`src/rtl/rvc_pkg.sv`:
```
// rvc_pkg: RV32I/RVC encoding constants shared by the fetch aligner and the RVC expander.
package rvc_pkg;
    localparam logic [6:0] OP_IMM = 7'b0010011;
    localparam logic [6:0] OP     = 7'b0110011;
    localparam logic [6:0] LOAD   = 7'b0000011;
    localparam logic [6:0] STORE  = 7'b0100011;
    localparam logic [6:0] LUI    = 7'b0110111;
    localparam logic [6:0] JAL    = 7'b1101111;
    localparam logic [6:0] JALR   = 7'b1100111;
    localparam logic [6:0] BRANCH = 7'b1100011;
    localparam logic [2:0] F3_ADD = 3'b000;
    localparam logic [2:0] F3_SLL = 3'b001;
    localparam logic [2:0] F3_W   = 3'b010;
    localparam logic [2:0] F3_XOR = 3'b100;
    localparam logic [2:0] F3_SR  = 3'b101;
    localparam logic [2:0] F3_OR  = 3'b110;
    localparam logic [2:0] F3_AND = 3'b111;
    localparam logic [2:0] F3_BEQ = 3'b000;
    localparam logic [2:0] F3_BNE = 3'b001;
    localparam logic [6:0] F7_BASE = 7'b0000000;
    localparam logic [6:0] F7_ALT  = 7'b0100000;
    localparam logic [4:0] REG_ZERO = 5'd0;
    localparam logic [4:0] REG_RA   = 5'd1;
    localparam logic [4:0] REG_SP   = 5'd2;
    typedef enum logic [1:0] {Q0 = 2'b00, Q1 = 2'b01, Q2 = 2'b10, Q3 = 2'b11} quad_e;
endpackage

```
`src/rtl/fetch_align_decompress_if.sv`:
```
// fetch_align_decompress_if: fetch-side, decode-side and redirect signals of the aligner.
interface fetch_align_decompress_if;
    logic        flush;
    logic [31:0] flush_pc;
    logic        f_valid;
    logic        f_ready;
    logic [31:0] f_data;
    logic        d_valid;
    logic        d_ready;
    logic [31:0] d_instr;
    logic [31:0] d_pc;
    logic        d_compressed;
    logic        d_illegal;
    modport master (
        output flush, flush_pc, f_valid, f_data, d_ready,
        input  f_ready, d_valid, d_instr, d_pc, d_compressed, d_illegal
    );
    modport slave (
        input  flush, flush_pc, f_valid, f_data, d_ready,
        output f_ready, d_valid, d_instr, d_pc, d_compressed, d_illegal
    );
endinterface

```
`src/rtl/rvc_expander.sv`:
```
// rvc_expander: combinational RVC to RV32I expansion; illegal encodings return the raw halfword.
module rvc_expander
    import rvc_pkg::*;
(
    input  logic [15:0] c_i,
    output logic [31:0] instr_o,
    output logic        illegal_o
);
    logic [15:0] c;
    logic [4:0]  rd, rs2, rdp, rs1p;
    logic [11:0] imm6s;
    logic [2:0]  alu_f3;
    logic [31:0] x;
    logic        ill, nz6;
    assign c      = c_i;
    assign rd     = c[11:7];
    assign rs2    = c[6:2];
    assign rdp    = {2'b01, c[4:2]};
    assign rs1p   = {2'b01, c[9:7]};
    assign imm6s  = {{7{c[12]}}, c[6:2]};
    assign nz6    = |{c[12], c[6:2]};
    assign alu_f3 = c[6:5] == 2'b00 ? F3_ADD : c[6:5] == 2'b01 ? F3_XOR : c[6:5] == 2'b10 ? F3_OR : F3_AND;
    always_comb begin
        x   = '0;
        ill = 1'b1;
        case ({c[1:0], c[15:13]})
            {Q0, 3'b000}: begin
                x   = {2'b0, c[10:7], c[12:11], c[5], c[6], 2'b0, REG_SP, F3_ADD, rdp, OP_IMM};
                ill = ~|c[12:5];
            end
            {Q0, 3'b010}: begin
                x   = {5'b0, c[5], c[12:10], c[6], 2'b0, rs1p, F3_W, rdp, LOAD};
                ill = 1'b0;
            end
            {Q0, 3'b110}: begin
                x   = {5'b0, c[5], c[12], rdp, rs1p, F3_W, c[11:10], c[6], 2'b0, STORE};
                ill = 1'b0;
            end
            {Q1, 3'b000}: begin
                x   = {imm6s, rd, F3_ADD, rd, OP_IMM};
                ill = 1'b0;
            end
            {Q1, 3'b001}, {Q1, 3'b101}: begin
                // c.jal links to ra, c.j discards the link
                x   = {c[12], c[8], c[10:9], c[6], c[7], c[2], c[11], c[5:3], c[12], {8{c[12]}},
                       c[15] ? REG_ZERO : REG_RA, JAL};
                ill = 1'b0;
            end
            {Q1, 3'b010}: begin
                x   = {imm6s, REG_ZERO, F3_ADD, rd, OP_IMM};
                ill = 1'b0;
            end
            {Q1, 3'b011}: begin
                x   = rd == REG_SP ? {{3{c[12]}}, c[4:3], c[5], c[2], c[6], 4'b0, REG_SP, F3_ADD, REG_SP, OP_IMM}
                                   : {{15{c[12]}}, c[6:2], rd, LUI};
                ill = !nz6;
            end
            {Q1, 3'b100}: begin
                x   = !c[11] ? {c[10] ? F7_ALT : F7_BASE, c[6:2], rs1p, F3_SR, rs1p, OP_IMM}
                    : !c[10] ? {imm6s, rs1p, F3_AND, rs1p, OP_IMM}
                    : {c[6:5] == 2'b00 ? F7_ALT : F7_BASE, rdp, rs1p, alu_f3, rs1p, OP};
                ill = c[11:10] == 2'b10 ? 1'b0 : c[12];
            end
            {Q1, 3'b110}, {Q1, 3'b111}: begin
                x   = {c[12], {3{c[12]}}, c[6:5], c[2], REG_ZERO, rs1p, c[13] ? F3_BNE : F3_BEQ,
                       c[11:10], c[4:3], c[12], BRANCH};
                ill = 1'b0;
            end
            {Q2, 3'b000}: begin
                x   = {F7_BASE, c[6:2], rd, F3_SLL, rd, OP_IMM};
                ill = c[12];
            end
            {Q2, 3'b010}: begin
                x   = {4'b0, c[3:2], c[12], c[6:4], 2'b0, REG_SP, F3_W, rd, LOAD};
                ill = rd == REG_ZERO;
            end
            {Q2, 3'b100}: begin
                // rs2 == 0 selects jr/jalr (ebreak is left illegal), otherwise mv/add
                x   = rs2 == REG_ZERO ? {12'b0, rd, F3_ADD, c[12] ? REG_RA : REG_ZERO, JALR}
                                      : {F7_BASE, rs2, c[12] ? rd : REG_ZERO, F3_ADD, rd, OP};
                ill = rs2 == REG_ZERO && rd == REG_ZERO;
            end
            {Q2, 3'b110}: begin
                x   = {4'b0, c[8:7], c[12], rs2, REG_SP, F3_W, c[11:9], 2'b0, STORE};
                ill = 1'b0;
            end
            default: ill = 1'b1;
        endcase
    end
    assign instr_o   = ill ? {16'b0, c} : x;
    assign illegal_o = ill;
endmodule

```
`src/rtl/fetch_align_decompress.sv`:
```
// fetch_align_decompress: buffers fetch words as halfwords, aligns 16/32-bit instructions
// (including ones straddling two words) and hands decode one expanded instruction per cycle.
module fetch_align_decompress
    import rvc_pkg::*;
#(
    parameter int          BUF_HW   = 4,
    parameter bit          C_EXT    = 1'b1,
    parameter logic [31:0] RESET_PC = 32'h0000_0000
) (
    input logic                     clk,
    input logic                     rst_n,
    fetch_align_decompress_if.slave bus
);
    localparam int CW = $clog2(BUF_HW + 1);
    logic [BUF_HW-1:0][15:0] buf_q, buf_d, shifted;
    logic [BUF_HW+1:0][15:0] ext;
    logic [CW-1:0]           count_q, count_d, base;
    logic [31:0]             pc_q, pc_d, exp_instr;
    logic [15:0]             hw0;
    logic [1:0]              pop_n, push_n;
    logic                    drop_q, drop_d, head16, push, pop, exp_ill, raw_ill;
    rvc_expander u_exp (
        .c_i       (buf_q[0]),
        .instr_o   (exp_instr),
        .illegal_o (exp_ill)
    );
    assign head16  = C_EXT && (buf_q[0][1:0] != Q3);
    assign raw_ill = !C_EXT && (buf_q[0][1:0] != Q3);
    assign bus.d_valid      = head16 ? (count_q >= CW'(1)) : (count_q >= CW'(2));
    assign bus.d_instr      = !bus.d_valid ? '0 : head16 ? exp_instr : raw_ill ? {16'b0, buf_q[0]} : {buf_q[1], buf_q[0]};
    assign bus.d_compressed = bus.d_valid && head16;
    assign bus.d_illegal    = bus.d_valid && (head16 ? exp_ill : raw_ill);
    assign bus.d_pc         = pc_q;
    assign bus.f_ready = rst_n && !bus.flush && (count_q <= CW'(BUF_HW - 2));
    assign pop    = bus.d_valid && bus.d_ready && !bus.flush;
    assign push   = bus.f_valid && bus.f_ready;
    assign pop_n  = !pop ? 2'd0 : head16 ? 2'd1 : 2'd2;
    assign push_n = !push ? 2'd0 : drop_q ? 2'd1 : 2'd2;
    assign hw0    = drop_q ? bus.f_data[31:16] : bus.f_data[15:0];
    // pop first, then append the new halfwords behind whatever survives
    assign ext     = {32'b0, buf_q};
    assign shifted = pop_n == 2'd2 ? ext[BUF_HW+1:2] : pop_n == 2'd1 ? ext[BUF_HW:1] : ext[BUF_HW-1:0];
    assign base    = count_q - CW'(pop_n);
    always_comb begin
        buf_d = shifted;
        for (int i = 0; i < BUF_HW; i++)
            buf_d[i] = (push && CW'(i) == base) ? hw0
                     : (push && !drop_q && CW'(i) == base + CW'(1)) ? bus.f_data[31:16] : shifted[i];
    end
    assign count_d = bus.flush ? '0 : count_q + CW'(push_n) - CW'(pop_n);
    assign pc_d    = bus.flush ? bus.flush_pc : pc_q + {29'b0, pop_n, 1'b0};
    assign drop_d  = bus.flush ? bus.flush_pc[1] : drop_q && !push;
    always_ff @(posedge clk or negedge rst_n) begin
        if (!rst_n) begin
            buf_q   <= '0;
            count_q <= '0;
            pc_q    <= RESET_PC;
            drop_q  <= 1'b0;
        end else begin
            buf_q   <= buf_d;
            count_q <= count_d;
            pc_q    <= pc_d;
            drop_q  <= drop_d;
        end
    end
endmodule

```
`src/flat_wrapper.sv`:
```
// flat-port wrapper written by rule: the top's interface ports become plain ports
module fetch_align_decompress_flat import rvc_pkg::*;
#(
    parameter int          BUF_HW   = 4,
    parameter bit          C_EXT    = 1'b1,
    parameter logic [31:0] RESET_PC = 32'h0000_0000
)
  (clk, rst_n, bus_flush, bus_flush_pc, bus_f_valid, bus_f_data, bus_d_ready, bus_f_ready, bus_d_valid, bus_d_instr, bus_d_pc, bus_d_compressed, bus_d_illegal);
  fetch_align_decompress_if bus_i ();
  input logic clk;
  input logic rst_n;
  input wire logic [$bits(bus_i.flush)-1:0] bus_flush;
  input wire logic [$bits(bus_i.flush_pc)-1:0] bus_flush_pc;
  input wire logic [$bits(bus_i.f_valid)-1:0] bus_f_valid;
  input wire logic [$bits(bus_i.f_data)-1:0] bus_f_data;
  input wire logic [$bits(bus_i.d_ready)-1:0] bus_d_ready;
  output wire logic [$bits(bus_i.f_ready)-1:0] bus_f_ready;
  output wire logic [$bits(bus_i.d_valid)-1:0] bus_d_valid;
  output wire logic [$bits(bus_i.d_instr)-1:0] bus_d_instr;
  output wire logic [$bits(bus_i.d_pc)-1:0] bus_d_pc;
  output wire logic [$bits(bus_i.d_compressed)-1:0] bus_d_compressed;
  output wire logic [$bits(bus_i.d_illegal)-1:0] bus_d_illegal;
  assign bus_i.flush = bus_flush;
  assign bus_i.flush_pc = bus_flush_pc;
  assign bus_i.f_valid = bus_f_valid;
  assign bus_i.f_data = bus_f_data;
  assign bus_i.d_ready = bus_d_ready;
  assign bus_f_ready = bus_i.f_ready;
  assign bus_d_valid = bus_i.d_valid;
  assign bus_d_instr = bus_i.d_instr;
  assign bus_d_pc = bus_i.d_pc;
  assign bus_d_compressed = bus_i.d_compressed;
  assign bus_d_illegal = bus_i.d_illegal;
  fetch_align_decompress #(.BUF_HW(BUF_HW), .C_EXT(C_EXT), .RESET_PC(RESET_PC)) u_core (.clk(clk), .rst_n(rst_n), .bus(bus_i));
endmodule
```
`config.mk`:
```
export PLATFORM = sky130hd
export DESIGN_NAME = fetch_align_decompress_flat
export DESIGN_NICKNAME = d
export VERILOG_FILES = /design/src/rtl/rvc_pkg.sv /design/src/rtl/fetch_align_decompress_if.sv /design/src/rtl/rvc_expander.sv /design/src/rtl/fetch_align_decompress.sv /design/src/flat_wrapper.sv
export SDC_FILE = /design/constraint.sdc
export NUM_CORES = 1
export LEC_CHECK = 0
export CORE_ASPECT_RATIO = 0.75
export CORE_MARGIN = 8
export CORE_UTILIZATION = 50
export DETAILED_ROUTE_END_ITERATION = 7
export PLACE_DENSITY = 0.77
export SYNTH_ARGS = -nofsm -noshare
export SYNTH_HDL_FRONTEND = slang
export SYNTH_SLANG_ARGS = --single-unit
```
`constraint.sdc`:
```
create_clock -name clk -period 8.4 [get_ports clk]
set_input_delay 0.84 -clock clk [delete_from_list [all_inputs] [get_ports clk]]
set_output_delay 0.84 -clock clk [all_outputs]
set_load 0.02 [all_outputs]
```
==> summary.txt, run 1 <==
initial antenna violation count = 0
PwrDens = 294.0 nW/µm²
crit path max fanout = 26
crit start category = register
cells on worst reg2reg path = 12
Via Count = 8,054
fin nets = 1,139
final worst-path cycle share = 58.81%
Clock Latency Late Sink = 0.35 ns
status = completed
overall power = 2.680 mW
Root Driver = clkbuf_16
GP Congestion = 1.011
Synth async-reset ratio = 100.0%
WS Path Type = register to primary output
Clock power frac = 15.5%
clock skew = 0.01059 ns
Routed WL = 25,560 µm
min-delay worst type = input pin to asynchronous set/reset pin
Avg WL per Cell = 20.21 µm
1st-iter DRT viols = 1,166
sequential share of power = 30.2%
warnings from Yosys = 0
die area = 19,110 µm²
fraction of layout cells with a size suffix above 1 = 6.385%
post-route ant nets = 0
Synth Cell Area = 7455 µm²
Post-CTS Resized = 0
Mapped Nets = 1,055
num rows = 38
first-pass GRT wire length = 40,870 µm
Max H-tree Level = 3
Gate power share = 54.3%
Leakage Power = 3.432 nW
dpl hpwl = 17,790 µm
arrival time at the worst endpoint = 4.10 ns
cts hold-fix bufs = 0
Die Ht = 121.7 µm
worst slew pin tran = 1.141 ns
area delta synth->final = 22.31%
number of global-route vias before repair = 7,390
Placed Area = 8826 µm²
commonest non-fill, non-tap cell in the layout = nand2_1
Post-Layout Cell Count = 1,265
CP Data Required Time = 7.56 ns
total clock sinks = 100
#FFs+latches synth = 100
IO buf count = 136
largest net degree at the start of global routing = 68
max-slew violation count = 0
final hold vios = 0
DR vias/cell = 6.367
antenna diode count = 0
die width = 157.0 µm
DRT Pass-1 Iters = 7
GRT Total Usage = 26.66%
fmax = 0.2024 GHz
Post-route DRC = 0
Worst-path clk slew = 0.07 ns
core area = 14,500 µm²
crit path time final = 4.940 ns
CTS buffer count = 9
final instance area = 9117 µm²
GRT overflow = 0
Mean Syn Cell Area = 7.630 µm²
# placed instances = 1,250
RSZ-0062 raised after global routing = false
setup bufs post-CTS = 0
Post-Synthesis Cells = 977
CP Capture Type = primary output
most frequent cells in the layout = nand2_1, clkdlybuf4s50_1, a21oi_1, o21ai_0, dfrtp_1
VDD IR-drop max = 0.0001423 V
internal power = 1.408 mW
slew margin rel. = 23.91%
CTS tree = yes
Initial Util = 51.41%
Max Root-Sink Buffers = 2
Most used DFF post-synth = dfrtp_1
Net Sw Frac = 47.47%
Top-Level Pins = 137
Switch Pwr = 1.272 mW
max cap viols = 0
Netlist cell types = 84
Post-synth EDFFs = 0
final total negative setup slack = 0 ns
final setup fails = 0
sequential share of the synthesized area = 33.57%
metal layers:
layer | part of all wire (%) | vias to the layer above | track usage (%)
met5 | 0 | - | 0
met4 | 1.7 | 0 | 6.587
met3 | 12 | 54 | 8.528
met2 | 43 | 539 | 39.27
met1 | 43 | 3777 | 37.30
li1 | - | 3684 | -
worst paths after layout:
kind / startpoint / to / slack, ns
hold reg to reg: u_core.bus.d_pc[0] / u_core.bus.d_pc[0] / 0.51
setup / recovery: u_core.buf_q[0] / bus_d_instr[5] / 3.46
min in group clk: u_core.bus.d_pc[0] / u_core.bus.d_pc[0] / 0.51
setup reg to reg: u_core.buf_q[0] / u_core.buf_q[41] / 3.51
hold / removal: rst_n / u_core.bus.d_pc[6] / 0.46
max in group asynchronous: rst_n / u_core.buf_q[46] / 6.72
cells by family (layout without fill, tap and decap cells):
| group | count (synthesis) | in the layout | share of synthesized area [%] |
|---|---|---|---|
| AOI/OAI and AO/OA | 371 | 371 | 30.35 |
| and+or+nand+nor | 350 | 350 | 21.90 |
| DFF | 100 | 100 | 33.57 |
| buffers and inverters | 94 | 182 | 5.623 |
| xor gates and xnor gates | 32 | 32 | 3.760 |
| muxes | 20 | 20 | 2.753 |
| adders and majority gates | 10 | 10 | 2.048 |
cells in the mapped netlist, types with 18 or more instances:
master	count	share of area, %
clkbuf_1	33	1.7
a22oi_1	23	2.3
a21oi_1	130	8.7
xor2_1	18	2.1
nand2_1	155	7.8
buf_2	33	2.2
o21ai_1	22	1.5
nor2_1	81	4.1
nand3_1	23	1.5
o21ai_0	106	7.1
o211ai_1	30	3.0
dfrtp_1	100	34
registers in the layout, indices dropped and copies added (netlist names):
signal           count
u_core.buf_q        64
u_core.bus.d_pc     32
u_core.count_q       3
u_core.drop_q        1
final cells by class:
cell class / instances / area [µm²]
tap: 200 / 250.2
clock inverter: 6 / 66.31
multi-input combinational: 783 / 4543
inverter: 15 / 56.30
clock buffer: 9 / 225.2
sequential: 100 / 2502
timing repair buffer: 152 / 1474
fill: 1254 / 5384
power by group through the flow:
stage                     logic (mW)  registers, mW  clock network, mW
after detailed placement        1.42          0.799                  0
after global placement          1.40          0.801                  0
after floorplan                 1.01          0.722                  0
final                           1.46          0.809              0.416
after CTS                       1.42          0.792              0.420
after global routing            1.58          0.819              0.441
critical path, cell delays in order (launching register included):
cell             delay, ns
dfrtp_1               0.91
inv_1                 0.42
o21ai_0               0.20
o211ai_1              0.23
a221oi_4              0.54
buf_4                 0.36
nor2_1                0.07
a311oi_1              0.33
clkdlybuf4s50_1       0.69
metrics by stage:
step	hold slack, ns	util [%]	worst slack [ns]
2_1_floorplan	0.4821	-	4.387
3_3_place_gp	0.4889	60.86	3.600
4_1_cts	0.4776	62.87	3.608
5_1_grt	0.4955	62.87	3.309
3_5_place_dp	0.4996	60.86	3.467
6_report	0.4556	62.87	3.460
(Power assumes the default switching activity.)
==> run 2: changes to the inputs <==
--- a/config.mk
+++ b/config.mk
@@ -7,9 +7,9 @@
 export LEC_CHECK = 0
 export CORE_ASPECT_RATIO = 0.75
 export CORE_MARGIN = 8
-export CORE_UTILIZATION = 50
+export CORE_UTILIZATION = 49
 export DETAILED_ROUTE_END_ITERATION = 7
-export PLACE_DENSITY = 0.77
+export PLACE_DENSITY = 0.78
 export SYNTH_ARGS = -nofsm -noshare
 export SYNTH_HDL_FRONTEND = slang
 export SYNTH_SLANG_ARGS = --single-unit
==> constraint.sdc (replaced) <==
create_clock -name clk -period 4.45 [get_ports clk]
set_input_delay 0.445 -clock clk [delete_from_list [all_inputs] [get_ports clk]]
set_output_delay 0.445 -clock clk [all_outputs]
set_load 0.02 [all_outputs]
==> run 2 against run 1 <==
Effect of this change: combinational power increased by 99%; non-clock buffer count increased by 17; first-iteration DRC count decreased by 14%; sequential cell count unchanged; clock-buffer cell count increased by 1; clock power increased by 98%; sequential share of layout area decreased by 0.45 points; sequential power increased by 84%; largest cell class unchanged.
==> summary.txt, run 2 (synthesized netlist as in run 1, its figures left out) <==
status = completed (unchanged)
die area = 19,460 µm² (was 19,110 µm²)
setup bufs post-CTS = 0 (unchanged)
final worst-path cycle share = 91.54%
fraction of layout cells with a size suffix above 1 = 7.941% (was 6.385%)
Root Driver = clkbuf_16 (unchanged)
CP Capture Type = register (was primary output)
Max Root-Sink Buffers = 2 (unchanged)
Max H-tree Level = 3 (unchanged)
post-route ant nets = 0 (unchanged)
num rows = 39 (was 38)
initial antenna violation count = 0 (unchanged)
GP Congestion = 1.024 (was 1.011)
WS Path Type = register to register (was register to primary output)
CTS tree = yes (unchanged)
worst slew pin tran = 1.029 ns (was 1.141 ns)
GRT overflow = 0 (unchanged)
most frequent cells in the layout = nand2_1, clkdlybuf4s50_1, a21oi_1, o21ai_0, dfrtp_1 (unchanged)
DR vias/cell = 6.332 (was 6.367)
DRT Pass-1 Iters = 6 (was 7)
Worst-path clk slew = 0.07 ns (about the same)
commonest non-fill, non-tap cell in the layout = nand2_1 (unchanged)
hold_ws = 0.1908 ns (was 0.4556 ns)
PwrDens = 563.2 nW/µm² (was 294.0 nW/µm²)
crit path time final = 4.074 ns
core area = 15,080 µm² (was 14,500 µm²)
final hold vios = 0 (unchanged)
Avg WL per Cell = 20.77 µm (was 20.21 µm)
VDD IR-drop max = 0.0002716 V (was 0.0001423 V)
Clock Latency Late Sink = 0.35 ns (about the same)
crit path max fanout = 27 (was 26)
fin nets = 1,156 (was 1,139)
slew margin rel. = 31.39% (was 23.91%)
Die Ht = 122.8 µm (was 121.7 µm)
Filler Cell Count = 1,352 (was 1,254)
max-slew violation count = 0 (unchanged)
Initial Util = 49.44% (was 51.41%)
RSZ-0062 raised after global routing = false (unchanged)
Largest Register = u_core.buf_q (unchanged)
IO buf count = 136 (unchanged)
clock skew = 0.007334 ns (was 0.01059 ns)
max reg flops = 64 (unchanged)
Routed WL = 26,750 µm (was 25,560 µm)
CP Data Required Time = 4.66 ns (was 7.56 ns)
Post-route DRC = 0 (unchanged)
antenna diode count = 0 (unchanged)
area delta synth->final = 24.34% (was 22.31%)
total clock sinks = 100 (unchanged)
Leakage Power = 3.537 nW (was 3.432 nW)
fmax = 0.2455 GHz
crit start category = register (unchanged)
min-delay worst type = input pin to asynchronous set/reset pin (unchanged)
dpl hpwl = 19,070 µm (was 17,790 µm)
die width = 158.4 µm (was 157.0 µm)
Top-Level Pins = 137 (unchanged)
CTS buffer count = 9 (unchanged)
number of global-route vias before repair = 7,666 (was 7,390)
max cap viols = 0 (unchanged)
1st-iter DRT viols = 1,001 (was 1,166)
Via Count = 8,156 (was 8,054)
arrival time at the worst endpoint = 4.28 ns (was 4.10 ns)
final total negative setup slack = 0 ns (unchanged)
first-pass GRT wire length = 42,690 µm (was 40,870 µm)
GRT Total Usage = 27.65% (was 26.66%)
final setup fails = 0 (unchanged)
largest net degree at the start of global routing = 67 (was 68)
cts hold-fix bufs = 0 (unchanged)
Post-CTS Resized = 0 (unchanged)
run 2: cell types whose count changed in the layout (fill, tap and decap cells not counted):
cell and delta:
buf_4 +17, clkinvlp_4 -3, inv_6 +3, clkbuf_8 +1
run 2: per-layer routing:
layer,up-vias,track usage [%],wire length (µm)
met5,-,0,0
met4,0,6.228,404
met3,37,8.234,3094
met2,465,40.86,11720
met1,3938,39.14,11530
li1,3716,-,-
run 2: power breakdown:
part | internal, mW | switching [mW]
Clock | 0.458 | 0.367
Combinational | 1.15 | 1.75
Sequential | 1.14 | 0.348
run 2: layout make-up:
class | count | area, µm² | share of cell area (%)
Multi-Input combinational cell | 783 | 4543 | 49.01
Sequential cell | 100 | 2502 | 27.00
Timing Repair Buffer | 169 | 1602 | 17.28
Tap cell | 205 | 256.5 | 2.767
Clock buffer | 10 | 239.0 | 2.578
Clock inverter | 6 | 70.07 | 0.7559
Inverter | 15 | 56.30 | 0.6075
run 2: path summary, 6_finish.rpt:
path,from,end,slack (ns),depth (start not counted)
setup / recovery,u_core.count_q[1],u_core.buf_q[35],0.38,12
hold / removal,rst_n,u_core.bus.d_pc[5],0.19,2
setup reg to reg,u_core.count_q[1],u_core.buf_q[35],0.38,12
hold reg to reg,u_core.bus.d_pc[0],u_core.bus.d_pc[0],0.52,1
max in group asynchronous,rst_n,u_core.buf_q[16],3.10,3
min in group clk,u_core.bus.d_pc[0],u_core.bus.d_pc[0],0.52,1
run 2: metrics by stage:
stage | std cells | util, % | power [mW] | area, µm² | worst slack, ns
2_1_floorplan | 977 | - | 3.266 | 7455 | 0.4372
3_3_place_gp | 1272 | 59.42 | 4.290 | 8960 | 0.2047
3_5_place_dp | 1272 | 59.42 | 4.306 | 8960 | 0.05858
4_1_cts | 1288 | 61.47 | 5.136 | 9269 | 0.4297
5_1_grt | 1288 | 61.47 | 5.518 | 9269 | 0.1085
6_report | 1288 | 61.47 | 5.220 | 9269 | 0.3764
run 2: worst max-delay path, cell delays in order (launching register included):
cell	delay [ns]
dfrtp_1	0.45
nor3_1	0.29
nor2_1	0.10
and2_1	0.19
ha_1	0.22
inv_1	0.08
fa_1	0.47
nor2b_1	0.17
ha_1	0.29
or3b_1	0.43
or3_1	0.76
o211ai_1	0.33
o21ai_0	0.14
